### src/rtl/mac_rx_frame_ctrl.sv
// rtl/mac_rx_frame_ctrl.sv - receive frame controller: FCS/DA/length check, ring buffer write, descriptor publish
//
// Consumes the post-SFD byte stream from the RGMII RX front-end, writes each
// frame speculatively into a byte-wide ring buffer and either commits it
// (publishing one descriptor) or rolls the write pointer back so the buffer
// only ever holds complete, good frames.
//
// Ports
//   rx_clk, rst_n                clock, asynchronous active-low reset
//   byte_vld, byte_data          post-SFD data bytes
//   sof, eof                     frame start / end pulses
//   promisc, accept_mcast        destination address filter controls
//   rd_ptr                       consumer read pointer (limits free space)
//   wr_en, wr_addr, wr_data      registered ring buffer write port
//   desc_vld, desc_rdy           descriptor handshake
//   desc_start, desc_len         first byte address, length without FCS
//   ok_cnt, crc_err_cnt, drop_cnt  saturating event counters

module mac_rx_frame_ctrl #(
    parameter int          ADDR_W   = 11,
    parameter logic [47:0] MAC_ADDR = 48'h02_00_00_00_00_01,
    parameter int          MIN_LEN  = 64,
    parameter int          MAX_LEN  = 1518
) (
    input  logic              rx_clk,
    input  logic              rst_n,
    input  logic              byte_vld,
    input  logic [7:0]        byte_data,
    input  logic              sof,
    input  logic              eof,
    input  logic              promisc,
    input  logic              accept_mcast,
    input  logic [ADDR_W-1:0] rd_ptr,
    output logic              wr_en,
    output logic [ADDR_W-1:0] wr_addr,
    output logic [7:0]        wr_data,
    output logic              desc_vld,
    input  logic              desc_rdy,
    output logic [ADDR_W-1:0] desc_start,
    output logic [15:0]       desc_len,
    output logic [15:0]       ok_cnt,
    output logic [15:0]       crc_err_cnt,
    output logic [15:0]       drop_cnt
);

    localparam logic [31:0]       CRC_POLY    = 32'hEDB8_8320;
    localparam logic [31:0]       CRC_RESIDUE = 32'hDEBB_20E3;
    localparam logic [15:0]       MIN_LEN_W   = 16'(MIN_LEN);
    localparam logic [15:0]       MAX_LEN_W   = 16'(MAX_LEN);
    localparam logic [ADDR_W-1:0] PTR_ONE     = {{(ADDR_W-1){1'b0}}, 1'b1};

    typedef enum logic [1:0] {
        ST_IDLE = 2'd0,
        ST_RECV = 2'd1,
        ST_DROP = 2'd2
    } state_t;

    state_t state_q, state_d;

    logic [ADDR_W-1:0] cptr_q, wptr_q;
    logic [15:0]       cnt_q;
    logic [31:0]       crc_q;
    logic [47:0]       da_q;
    logic              wr_en_q;
    logic [ADDR_W-1:0] wr_addr_q;
    logic [7:0]        wr_data_q;
    logic              desc_vld_q;
    logic [ADDR_W-1:0] desc_start_q;
    logic [15:0]       desc_len_q;
    logic [15:0]       ok_cnt_q, crc_err_cnt_q, drop_cnt_q;

    // Decoded per-cycle actions
    logic do_start, do_write, do_eval, do_abandon;
    logic overflow;
    logic [ADDR_W-1:0] free_space;
    logic frame_good, filter_pass, slot_free;
    logic do_commit, do_rollback, crc_inc, drop_inc;

    function automatic logic [31:0] crc_byte(input logic [31:0] crc, input logic [7:0] d);
        logic [31:0] c;
        c = crc ^ {24'd0, d};
        for (int i = 0; i < 8; i++) begin
            c = c[0] ? ((c >> 1) ^ CRC_POLY) : (c >> 1);
        end
        return c;
    endfunction

    function automatic logic [15:0] sat_inc(input logic [15:0] v);
        return (v == 16'hFFFF) ? v : v + 16'd1;
    endfunction

    // One slot is always kept empty so wptr == rd_ptr unambiguously means empty.
    assign free_space = rd_ptr - wptr_q - PTR_ONE;
    // cnt_q already at MAX_LEN means this byte would make the frame too long.
    assign overflow   = (cnt_q >= MAX_LEN_W) || (free_space == '0);

    // Checking the raw register against the residue avoids a separate FCS compare.
    assign frame_good  = (crc_q == CRC_RESIDUE) && (cnt_q >= MIN_LEN_W);
    assign filter_pass = promisc || (da_q == MAC_ADDR) || (da_q == 48'hFFFF_FFFF_FFFF)
                         || (accept_mcast && da_q[40]);
    assign slot_free   = !desc_vld_q || desc_rdy;

    assign do_commit   = do_eval && frame_good && filter_pass && slot_free;
    // An abandon without a restart is the DROP-state eof; a restart rewinds wptr itself.
    assign do_rollback = (do_eval && !do_commit) || (do_abandon && !do_start);
    assign crc_inc     = do_eval && !frame_good;
    assign drop_inc    = do_abandon || (do_eval && frame_good && filter_pass && !slot_free);

    // State register
    always_ff @(posedge rx_clk or negedge rst_n) begin
        if (!rst_n) begin
            state_q <= ST_IDLE;
        end else begin
            state_q <= state_d;
        end
    end

    // Next-state logic
    always_comb begin
        state_d = state_q;
        case (state_q)
            ST_IDLE: if (sof) state_d = ST_RECV;
            ST_RECV: begin
                if (sof)                       state_d = ST_RECV;
                else if (eof)                  state_d = ST_IDLE;
                else if (byte_vld && overflow) state_d = ST_DROP;
            end
            ST_DROP: begin
                if (sof)      state_d = ST_RECV;
                else if (eof) state_d = ST_IDLE;
            end
            default: state_d = ST_IDLE;
        endcase
    end

    // Action decode
    always_comb begin
        do_start   = 1'b0;
        do_write   = 1'b0;
        do_eval    = 1'b0;
        do_abandon = 1'b0;
        case (state_q)
            ST_IDLE: do_start = sof;
            ST_RECV: begin
                if (sof) begin
                    do_abandon = 1'b1;
                    do_start   = 1'b1;
                end else if (eof) begin
                    do_eval = 1'b1;
                end else if (byte_vld && !overflow) begin
                    do_write = 1'b1;
                end
            end
            ST_DROP: begin
                if (sof) begin
                    do_abandon = 1'b1;
                    do_start   = 1'b1;
                end else if (eof) begin
                    do_abandon = 1'b1;
                end
            end
            default: ;
        endcase
    end

    // Datapath, descriptor and counters
    always_ff @(posedge rx_clk or negedge rst_n) begin
        if (!rst_n) begin
            cptr_q        <= '0;
            wptr_q        <= '0;
            cnt_q         <= '0;
            crc_q         <= 32'hFFFF_FFFF;
            da_q          <= '0;
            wr_en_q       <= 1'b0;
            wr_addr_q     <= '0;
            wr_data_q     <= '0;
            desc_vld_q    <= 1'b0;
            desc_start_q  <= '0;
            desc_len_q    <= '0;
            ok_cnt_q      <= '0;
            crc_err_cnt_q <= '0;
            drop_cnt_q    <= '0;
        end else begin
            wr_en_q <= do_write;
            if (do_write) begin
                wr_addr_q <= wptr_q;
                wr_data_q <= byte_data;
            end

            if (do_start) begin
                wptr_q <= cptr_q;
                cnt_q  <= '0;
                crc_q  <= 32'hFFFF_FFFF;
            end else if (do_write) begin
                wptr_q <= wptr_q + PTR_ONE;
                cnt_q  <= cnt_q + 16'd1;
                crc_q  <= crc_byte(crc_q, byte_data);
                // Shifting in the first six bytes leaves wire byte 0 in da_q[47:40].
                if (cnt_q < 16'd6) da_q <= {da_q[39:0], byte_data};
            end else if (do_commit) begin
                cptr_q <= wptr_q;
            end else if (do_rollback) begin
                wptr_q <= cptr_q;
            end

            if (do_commit) begin
                desc_vld_q   <= 1'b1;
                desc_start_q <= cptr_q;
                desc_len_q   <= cnt_q - 16'd4;
            end else if (desc_vld_q && desc_rdy) begin
                desc_vld_q   <= 1'b0;
            end

            if (do_commit) ok_cnt_q      <= sat_inc(ok_cnt_q);
            if (crc_inc)   crc_err_cnt_q <= sat_inc(crc_err_cnt_q);
            if (drop_inc)  drop_cnt_q    <= sat_inc(drop_cnt_q);
        end
    end

    assign wr_en       = wr_en_q;
    assign wr_addr     = wr_addr_q;
    assign wr_data     = wr_data_q;
    assign desc_vld    = desc_vld_q;
    assign desc_start  = desc_start_q;
    assign desc_len    = desc_len_q;
    assign ok_cnt      = ok_cnt_q;
    assign crc_err_cnt = crc_err_cnt_q;
    assign drop_cnt    = drop_cnt_q;

endmodule

### config.mk
export PLATFORM = sky130hd
export DESIGN_NAME = mac_rx_frame_ctrl
export DESIGN_NICKNAME = d
export VERILOG_FILES = /design/src/rtl/mac_rx_frame_ctrl.sv
export SDC_FILE = /design/constraint.sdc
export NUM_CORES = 1
export LEC_CHECK = 0
export CAP_MARGIN = 25
export CORE_MARGIN = 5
export CORE_UTILIZATION = 39
export CTS_BUF_LIST = sky130_fd_sc_hd__clkbuf_16
export CTS_CLUSTER_SIZE = 28
export DETAILED_ROUTE_END_ITERATION = 16
export DONT_BUFFER_PORTS = 1
export PLACE_DENSITY = 0.61
export SLEW_MARGIN = 20
export SYNTH_ARGS = -nofsm -noshare
export SYNTH_HDL_FRONTEND = slang
export SYNTH_SLANG_ARGS = --single-unit
### constraint.sdc
create_clock -name rx_clk -period 7.9 [get_ports rx_clk]
set_input_delay 1.58 -clock rx_clk [delete_from_list [all_inputs] [get_ports rx_clk]]
set_output_delay 1.58 -clock rx_clk [all_outputs]
set_load 0.005 [all_outputs]
==> results of run 1 <==
[cell usage after synthesis (23+ instances only)]
master	count
a21oi_1	60
dfrtp_1	184
dfstp_2	32
ha_1	24
inv_1	39
mux2_2	62
nand2_1	86
nand3_1	41
nand4_1	28
nor2_1	93
nor4_1	23
o21ai_0	56
xnor2_1	93
xor2_1	33
[through the flow]
stage	power, mW	hold slack, ns	instance area (sq um)	utilization	setup WS (ns)
2_1_floorplan	2.34	0.450	10700	-	3.64
3_3_place_gp	2.56	0.465	11000	0.409	2.79
3_5_place_dp	2.58	0.470	11000	0.409	2.71
4_1_cts	3.65	0.482	11800	0.436	3.25
5_1_grt	3.84	0.499	11800	0.436	2.95
6_report	3.61	0.479	11800	0.436	3.10
[cell type report]
type | instances | area share
clock buffer | 25 | 0.0531
clock inverter | 20 | 0.00987
inverter | 39 | 0.0124
multi-input combinational | 741 | 0.422
sequential | 216 | 0.462
tap | 341 | 0.0362
timing repair buffer | 7 | 0.00446
[layout by cell type (no fill, tap or decap), drive strengths merged, types with 4 or more instances in the layout]
cell,instances
a31oi,5
nor2b,4
nand2,86
mux2,62
or3,8
nand3,41
dfrtp,184
xnor2,93
dfstp,32
nand2b,12
xor2,33
and3,12
or4,4
a222oi,4
a21oi,60
nand4,28
nor3,22
ha,24
nand4b,6
a211oi,4
and2,7
mux2i,4
buf,7
nor4,24
o21ai,56
inv,44
nor2,93
clkinv,11
clkbuf,25
[worst reg2reg max path: cells and delay by family, from the launching register on]
| kind | cells | cell delay [ns] |
|---|---|---|
| buf+inv | 3 | 0.90 |
| simple gates | 2 | 0.43 |
| flops | 1 | 0.41 |
| fa+ha+maj | 2 | 0.66 |
| mux | 1 | 0.47 |
| compound gates | 4 | 1.32 |
[how the worst min path moves through the flow]
stage | startpoint | end | depth (start not counted)
after floorplan | cptr_q[0] | cptr_q[0] | 2
after CTS | cptr_q[7] | cptr_q[7] | 2
after global routing | cptr_q[0] | cptr_q[0] | 2
final | cptr_q[7] | cptr_q[7] | 2
after global placement | cptr_q[4] | cptr_q[4] | 2
after detailed placement | cptr_q[7] | cptr_q[7] | 2
[power by group]
group | switching [mW] | leakage (nW) | total (mW) | internal (mW)
Clock | 0.445 | 0.374 | 1.05 | 0.603
Sequential | 0.236 | 2.80 | 1.59 | 1.36
Combinational | 0.507 | 1.98 | 0.974 | 0.467
[per-layer routing]
metal  GRT usage  up-vias  share of wire
met4      0.0325        0          0.015
li1            -     3635              -
met5           0        -              0
met3      0.0458       26          0.077
met2       0.240      159           0.45
met1       0.210     3652           0.45
[sequential cells by signal (all words and copies together), names as in the netlist]
register,cells
desc_len,16
da_q,48
desc_vld,1
cptr_q,11
wr_en,1
drop_cnt,16
crc_q,32
wr_addr,11
desc_start,11
ok_cnt,16
cnt_q,16
state_q,2
wr_data,8
crc_err_cnt,16
wptr_q,11
[cells by family (layout without fill, tap and decap cells)]
logic type      Yosys count  count (layout)
buf+inv                  79              91
xor+xnor                126             126
mux                      66              66
flops                   216             216
simple gates            362             362
compound gates          162             162
fa+ha+maj                25              25
==> metrics.txt, run 1 <==
# TYPE chip_impl_metric gauge
chip_impl_info{name="run_status",value="finished clean"} 1
chip_impl_metric{name="synth.ff_latch_count",unit=""} 216
chip_impl_metric{name="syn_inst",unit=""} 1036
chip_impl_info{name="grt_setup_unrepaired",value="no"} 1
chip_impl_metric{name="hpwl",unit="microns"} 16800
chip_impl_info{name="main_combinational_cell_family_by_area_after_synthesis",value="simple AND/OR/NAND/NOR gates"} 1
chip_impl_info{name="cp_slowest_cell",value="buf_4"} 1
chip_impl_metric{name="die_w",unit="microns"} 176
chip_impl_metric{name="final.setup.tns",unit="ns"} 0
chip_impl_metric{name="via_per_inst",unit=""} 5.38
chip_impl_info{name="critical_path.top_delay_family",value="compound AO/OA/AOI/OAI gates"} 1
chip_impl_metric{name="cts_hold_buffers",unit=""} 0
chip_impl_metric{name="hold_viol",unit=""} 0
chip_impl_metric{name="initialDrtViolationCount",unit=""} 541
chip_impl_metric{name="dieArea",unit="sq um"} 31000
chip_impl_metric{name="synth_nets",unit=""} 1088
chip_impl_info{name="synth_top_flop_cell",value="dfrtp_1"} 1
chip_impl_metric{name="die_h",unit="microns"} 176
chip_impl_metric{name="clk_path_buf_depth",unit=""} 3
chip_impl_metric{name="layout_cells_sized_above_1",unit=""} 0.139
chip_impl_info{name="ys_top_cells_by_area",value="dfrtp_1, dfstp_2, xnor2_1"} 1
chip_impl_metric{name="first_global_vias",unit=""} 7384
chip_impl_metric{name="worst_voltage_drop_across_the_vdd_grid",unit="mV"} 0.143
chip_impl_metric{name="finalWorstPathRequiredPeriod",unit="ns"} 4.80
chip_impl_metric{name="drt.antenna.violating_nets",unit=""} 0
chip_impl_metric{name="placeableCoreArea",unit="sq um"} 27000
chip_impl_metric{name="worstSetupPathDepth",unit=""} 11
chip_impl_metric{name="post-synth-top-area-fraction",unit=""} 0.428
chip_impl_metric{name="timing.max_slew.rel_slack",unit=""} 0.339
chip_impl_metric{name="initial_utilization",unit=""} 0.398
chip_impl_metric{name="critical_path.max_stage_delay",unit="ns"} 0.71
chip_impl_metric{name="drt-total-wl",unit="microns"} 24000
chip_impl_metric{name="final_net_count",unit=""} 1082
chip_impl_metric{name="achievable-frequency",unit="MHz"} 208
chip_impl_metric{name="cp_data_required_time",unit="ns"} 8.29
chip_impl_metric{name="synth_adder_area_share",unit=""} 0.0298
chip_impl_metric{name="cts_buffers",unit=""} 25
chip_impl_metric{name="area_taken_by_multi_input_logic_gates",unit="sq um"} 4980
chip_impl_info{name="worstSetupEndpoint",value="wr_data[6]"} 1
chip_impl_metric{name="synth.mux.area_fraction",unit=""} 0.0687
chip_impl_metric{name="pwr_cell_area",unit="nW/um^2"} 306
chip_impl_metric{name="insertedDiodeCount",unit=""} 0
chip_impl_info{name="yosys.area.top_type",value="dfrtp_1"} 1
chip_impl_metric{name="synth_xor_area_frac",unit=""} 0.103
chip_impl_metric{name="clkSinkCount",unit=""} 216
chip_impl_metric{name="placedCellCount",unit=""} 1343
chip_impl_metric{name="clkLatencyLatePin",unit="ns"} 0.52
chip_impl_info{name="crit_type",value="input port to register"} 1
chip_impl_metric{name="synth.avg_cell_area",unit="sq um"} 10.4
chip_impl_metric{name="final-seq-area",unit="sq um"} 5450
chip_impl_info{name="critPathLaunch",value="rd_ptr[0]"} 1
chip_impl_info{name="cts_tree",value="done"} 1
chip_impl_metric{name="yosysSeqAreaShare",unit=""} 0.507
chip_impl_metric{name="mappedNetlistArea",unit="sq um"} 10700
chip_impl_metric{name="detailroute.via_count",unit=""} 7472
chip_impl_metric{name="grt_pass1_wl",unit="microns"} 39500
chip_impl_metric{name="instances_no_fill",unit=""} 1389
chip_impl_info{name="r2r_end",value="wr_data[6]"} 1
chip_impl_metric{name="static-leakage-power",unit="nW"} 5.15
chip_impl_metric{name="worstMarginPinSlew",unit="ns"} 0.984
chip_impl_metric{name="maximum_number_of_pins_on_one_net_before_global_route_repair",unit=""} 217
chip_impl_metric{name="antenna_found_initial",unit=""} 0
chip_impl_metric{name="ys_warn_count",unit=""} 0
chip_impl_info{name="cp_common_cell",value="o2111ai_1"} 1
chip_impl_metric{name="design.portCount",unit=""} 123
chip_impl_metric{name="gp_routability_congestion",unit=""} 0.792
chip_impl_metric{name="post-route-drc-count",unit=""} 0
chip_impl_metric{name="row_count",unit=""} 60
chip_impl_metric{name="htreeDepth",unit=""} 1
chip_impl_info{name="cell_at_the_root_of_the_clock_tree",value="clkbuf_16"} 1
chip_impl_metric{name="port_buffers",unit=""} 0
chip_impl_metric{name="drtPass1Iterations",unit=""} 5
chip_impl_metric{name="n_fill_cell",unit=""} 2558
chip_impl_metric{name="synth-edff-count",unit=""} 0
chip_impl_metric{name="worstRegToRegCells",unit=""} 12
chip_impl_info{name="hold_class",value="register to register"} 1
chip_impl_info{name="startpoint_type",value="input port"} 1
chip_impl_metric{name="async_reset_ff_frac",unit=""} 1.00
chip_impl_info{name="timing.critical_path.cells",value="ha_1, inv_1, fa_1, nand2b_1, a221oi_1, o2111ai_1, a2111oi_0, o2111ai_1, nand2_4, buf_4, mux2_2"} 1
chip_impl_metric{name="r2r_slack",unit="ns"} 3.58
chip_impl_metric{name="postCtsSetupBuffers",unit=""} 0
chip_impl_metric{name="grt_use_total",unit=""} 0.153
chip_impl_metric{name="finalClockSkew",unit="ns"} 0.0182
chip_impl_metric{name="syn_to_final_growth",unit="%"} 9.71
chip_impl_metric{name="grt_overflow",unit=""} 0
chip_impl_metric{name="post_drt_wl_per_cell",unit="microns"} 17.3
chip_impl_metric{name="crit_path_max_fanout",unit=""} 92
chip_impl_metric{name="clkTransAtPathRegs",unit="ns"} 0.06
chip_impl_metric{name="maxCapViolCount",unit=""} 0
chip_impl_metric{name="finalSetupViolations",unit=""} 0
chip_impl_metric{name="fraction_of_the_mapped_netlist_area_in_simple_logic_gates",unit=""} 0.170
chip_impl_info{name="timing.critical_path.to_type",value="register"} 1
chip_impl_metric{name="min_period_over_period",unit=""} 0.607
chip_impl_metric{name="synth.lib_cells_used.distinct",unit=""} 66
chip_impl_info{name="r2r_start",value="wptr_q[0]"} 1
chip_impl_metric{name="cp.arrival",unit="ns"} 5.19
chip_impl_metric{name="synth-compound-area-share",unit=""} 0.0904
chip_impl_metric{name="report.final.slew_viol_count",unit=""} 0
chip_impl_metric{name="cts_resized",unit=""} 0
chip_impl_metric{name="crit_buf_inv",unit=""} 2
Power figures use the tool's default switching activity.
==> run 2: changes to the inputs <==
Settings changed: PLACE_DENSITY 0.61 to 0.63.
Clock period 7.9 ns to 4.3 ns, I/O delays scaled along.
==> run 2 against run 1 <==
Compared with the run above:
- global-route usage grew 0.085 points
- critical endpoint is now da_q[37]
- count of clock-buffer cells in the layout is the same
- non-clock buffer count grew 4
- utilization grew 0.15 points
- critical path depth grew 2
- hold slack lost 0.43 ns
- wire length is essentially flat
- clock skew grew 0.0017 ns
- die area is the same
- highest routed layer unchanged
- sequential cell count is the same
==> metrics.txt, run 2 (synthesis results as in run 1) <==
# TYPE chip_impl_metric gauge
chip_impl_info{name="run_status",value="finished clean"} 1
chip_impl_metric{name="gp_routability_congestion",unit=""} 0.841
chip_impl_metric{name="post-route-drc-count",unit=""} 0
chip_impl_metric{name="clk_path_buf_depth",unit=""} 3
chip_impl_info{name="largestRegisters",value="da_q x48, crc_q x32"} 1
chip_impl_metric{name="antenna_found_initial",unit=""} 0
chip_impl_metric{name="grt_use_total",unit=""} 0.153
chip_impl_metric{name="power.share.combinational",unit=""} 0.273
chip_impl_metric{name="largest_register_ff_count",unit=""} 48
chip_impl_metric{name="htreeDepth",unit=""} 1
chip_impl_metric{name="clkTransAtPathRegs",unit="ns"} 0.06
chip_impl_metric{name="crit_path_max_fanout",unit=""} 48
chip_impl_info{name="cell_at_the_root_of_the_clock_tree",value="clkbuf_16"} 1
chip_impl_metric{name="post_drt_wl_per_cell",unit="microns"} 17.2
chip_impl_metric{name="initial_utilization",unit=""} 0.398
chip_impl_metric{name="row_count",unit=""} 60
chip_impl_metric{name="syn_to_final_growth",unit="%"} 10.1
chip_impl_metric{name="p_int",unit="mW"} 4.41
chip_impl_metric{name="die_w",unit="microns"} 176
chip_impl_metric{name="placeableCoreArea",unit="sq um"} 27000
chip_impl_metric{name="port_buffers",unit=""} 0
chip_impl_metric{name="p_switching",unit="mW"} 2.20
chip_impl_metric{name="dieArea",unit="sq um"} 31000
chip_impl_metric{name="grt_pass1_wl",unit="microns"} 39700
chip_impl_info{name="layout_common_cells",value="dfrtp_1, nor2_1, xnor2_1"} 1
chip_impl_metric{name="via_per_inst",unit=""} 5.35
chip_impl_metric{name="cp_data_required_time",unit="ns"} 4.69
chip_impl_metric{name="r2r_slack",unit="ns"} 0.49
chip_impl_metric{name="hpwl",unit="microns"} 16800
chip_impl_info{name="hold_class",value="input port to asynchronous set/reset pin"} 1
chip_impl_metric{name="cp.arrival",unit="ns"} 4.20
chip_impl_metric{name="cts_resized",unit=""} 0
chip_impl_metric{name="cts_buffers",unit=""} 25
chip_impl_metric{name="min_period_over_period",unit=""} 0.886
chip_impl_metric{name="drtPass1Iterations",unit=""} 5
chip_impl_metric{name="report.final.slew_viol_count",unit=""} 0
chip_impl_metric{name="drt.antenna.violating_nets",unit=""} 0
chip_impl_info{name="grt_setup_unrepaired",value="no"} 1
chip_impl_metric{name="final_net_count",unit=""} 1086
chip_impl_metric{name="layout_cells_sized_above_1",unit=""} 0.143
chip_impl_metric{name="timing.final.ws_setup",unit="ns"} 0.489
chip_impl_metric{name="clkSinkCount",unit=""} 216
chip_impl_metric{name="postCtsSetupBuffers",unit=""} 0
chip_impl_metric{name="worstMarginPinSlew",unit="ns"} 0.824
chip_impl_metric{name="initialDrtViolationCount",unit=""} 581
chip_impl_metric{name="design.portCount",unit=""} 123
chip_impl_metric{name="timing.max_slew.rel_slack",unit=""} 0.447
chip_impl_metric{name="dpl_worst_slack",unit="ns"} 0.324
chip_impl_metric{name="clock_power_share",unit=""} 0.284
chip_impl_info{name="cts_tree",value="done"} 1
chip_impl_metric{name="final.setup.tns",unit="ns"} 0
chip_impl_metric{name="clkLatencyLatePin",unit="ns"} 0.52
chip_impl_info{name="startpoint_type",value="register"} 1
chip_impl_metric{name="drt-total-wl",unit="microns"} 24000
chip_impl_metric{name="hold_viol",unit=""} 0
chip_impl_metric{name="pwr_cell_area",unit="nW/um^2"} 559
chip_impl_metric{name="detailroute.via_count",unit=""} 7459
chip_impl_metric{name="finalClockSkew",unit="ns"} 0.0200
chip_impl_metric{name="sequentialPowerShare",unit=""} 0.442
chip_impl_info{name="timing.critical_path.to_type",value="register"} 1
chip_impl_info{name="largest_register",value="da_q"} 1
chip_impl_info{name="leading_cell_type_in_the_layout_fill_and_taps_excluded",value="dfrtp_1"} 1
chip_impl_metric{name="cts_hold_buffers",unit=""} 0
chip_impl_metric{name="finalWorstPathRequiredPeriod",unit="ns"} 3.81
chip_impl_info{name="crit_type",value="register to register"} 1
chip_impl_metric{name="finalSetupViolations",unit=""} 0
chip_impl_metric{name="first_global_vias",unit=""} 7359
chip_impl_metric{name="static-leakage-power",unit="nW"} 5.19
chip_impl_metric{name="maximum_number_of_pins_on_one_net_before_global_route_repair",unit=""} 217
chip_impl_metric{name="die_h",unit="microns"} 176
chip_impl_metric{name="grt_overflow",unit=""} 0
chip_impl_metric{name="switching_share",unit=""} 0.332
chip_impl_metric{name="achievable-frequency",unit="MHz"} 262
chip_impl_metric{name="worst_voltage_drop_across_the_vdd_grid",unit="mV"} 0.254
chip_impl_metric{name="maxCapViolCount",unit=""} 0
## run 2: cell count changes in the layout (fill, tap and decap cells not counted), sizes merged
| cell | before | now |
|---|---|---|
| diode | 0 | 1 |
| buf | 7 | 11 |
| inv | 44 | 48 |
| clkinvlp | 3 | 1 |
| bufinv | 1 | 0 |
## run 2: per-layer routing
metal,global-route usage,wire [microns]
met3,0.0507,2130
met2,0.244,11100
met5,0,0
met4,0.0309,274
met1,0.207,10500
## run 2: power groups by stage
stage / logic [mW] / clock network (mW) / registers (mW)
2_1_floorplan: 1.48 / 0 / 2.81
3_3_place_gp: 1.76 / 0 / 2.94
3_5_place_dp: 1.79 / 0 / 2.96
4_1_cts: 1.81 / 1.94 / 2.93
5_1_grt: 2.01 / 2.03 / 3.00
6_report: 1.81 / 1.88 / 2.92
## run 2: worst max-delay path: stages (launching register included)
cell       delay [ns]
dfrtp_1          0.41
inv_1            0.17
ha_1             0.21
inv_1            0.06
fa_1             0.39
nand2b_1         0.18
a21oi_1          0.23
o21ai_0          0.10
a2111oi_0        0.46
o2111ai_1        0.41
nand2_4          0.22
nand4b_1         0.17
buf_12           0.27
mux2_2           0.37
## run 2: final timing paths
| check | start | to | cells past startpoint |
|---|---|---|---|
| worst max-delay path | wptr_q[0] | da_q[37] | 13 |
| min in group rx_clk | cptr_q[9] | cptr_q[9] | 2 |
| worst max register to register | wptr_q[0] | da_q[37] | 13 |
| max in group asynchronous | rst_n | crc_q[6] | 0 |
| worst min-delay path | rst_n | da_q[45] | 0 |
| worst min register to register | cptr_q[9] | cptr_q[9] | 2 |
## run 2: final cells by class
cell class	instances	area, sq um
Antenna cell	1	2.50
Clock buffer	25	626
Clock inverter	21	98.8
Fill cell	2553	15200
Inverter	39	146
Multi-Input combinational cell	741	4980
Sequential cell	216	5450
Tap cell	341	427
Timing Repair Buffer	11	108
## run 2: stage by stage
| step | hold WS [ns] | cells | power [mW] | area (sq um) | util |
|---|---|---|---|---|---|
| global route | 0.0217 | 1394 | 7.04 | 11800 | 0.438 |
| CTS | 0.0327 | 1393 | 6.68 | 11800 | 0.437 |
| detailed placement | 0.472 | 1347 | 4.75 | 11100 | 0.411 |
| floorplan | 0.450 | 1036 | 4.30 | 10700 | - |
| finish | 0.0495 | 1395 | 6.61 | 11800 | 0.438 |
| global placement | 0.462 | 1347 | 4.70 | 11100 | 0.411 |
==> run 3: changes to the inputs <==
Settings changed: RECOVER_POWER from default to 25.
==> results of run 3 <==
Same layout as run 2: the final DEF is identical, and so are final timing and power.
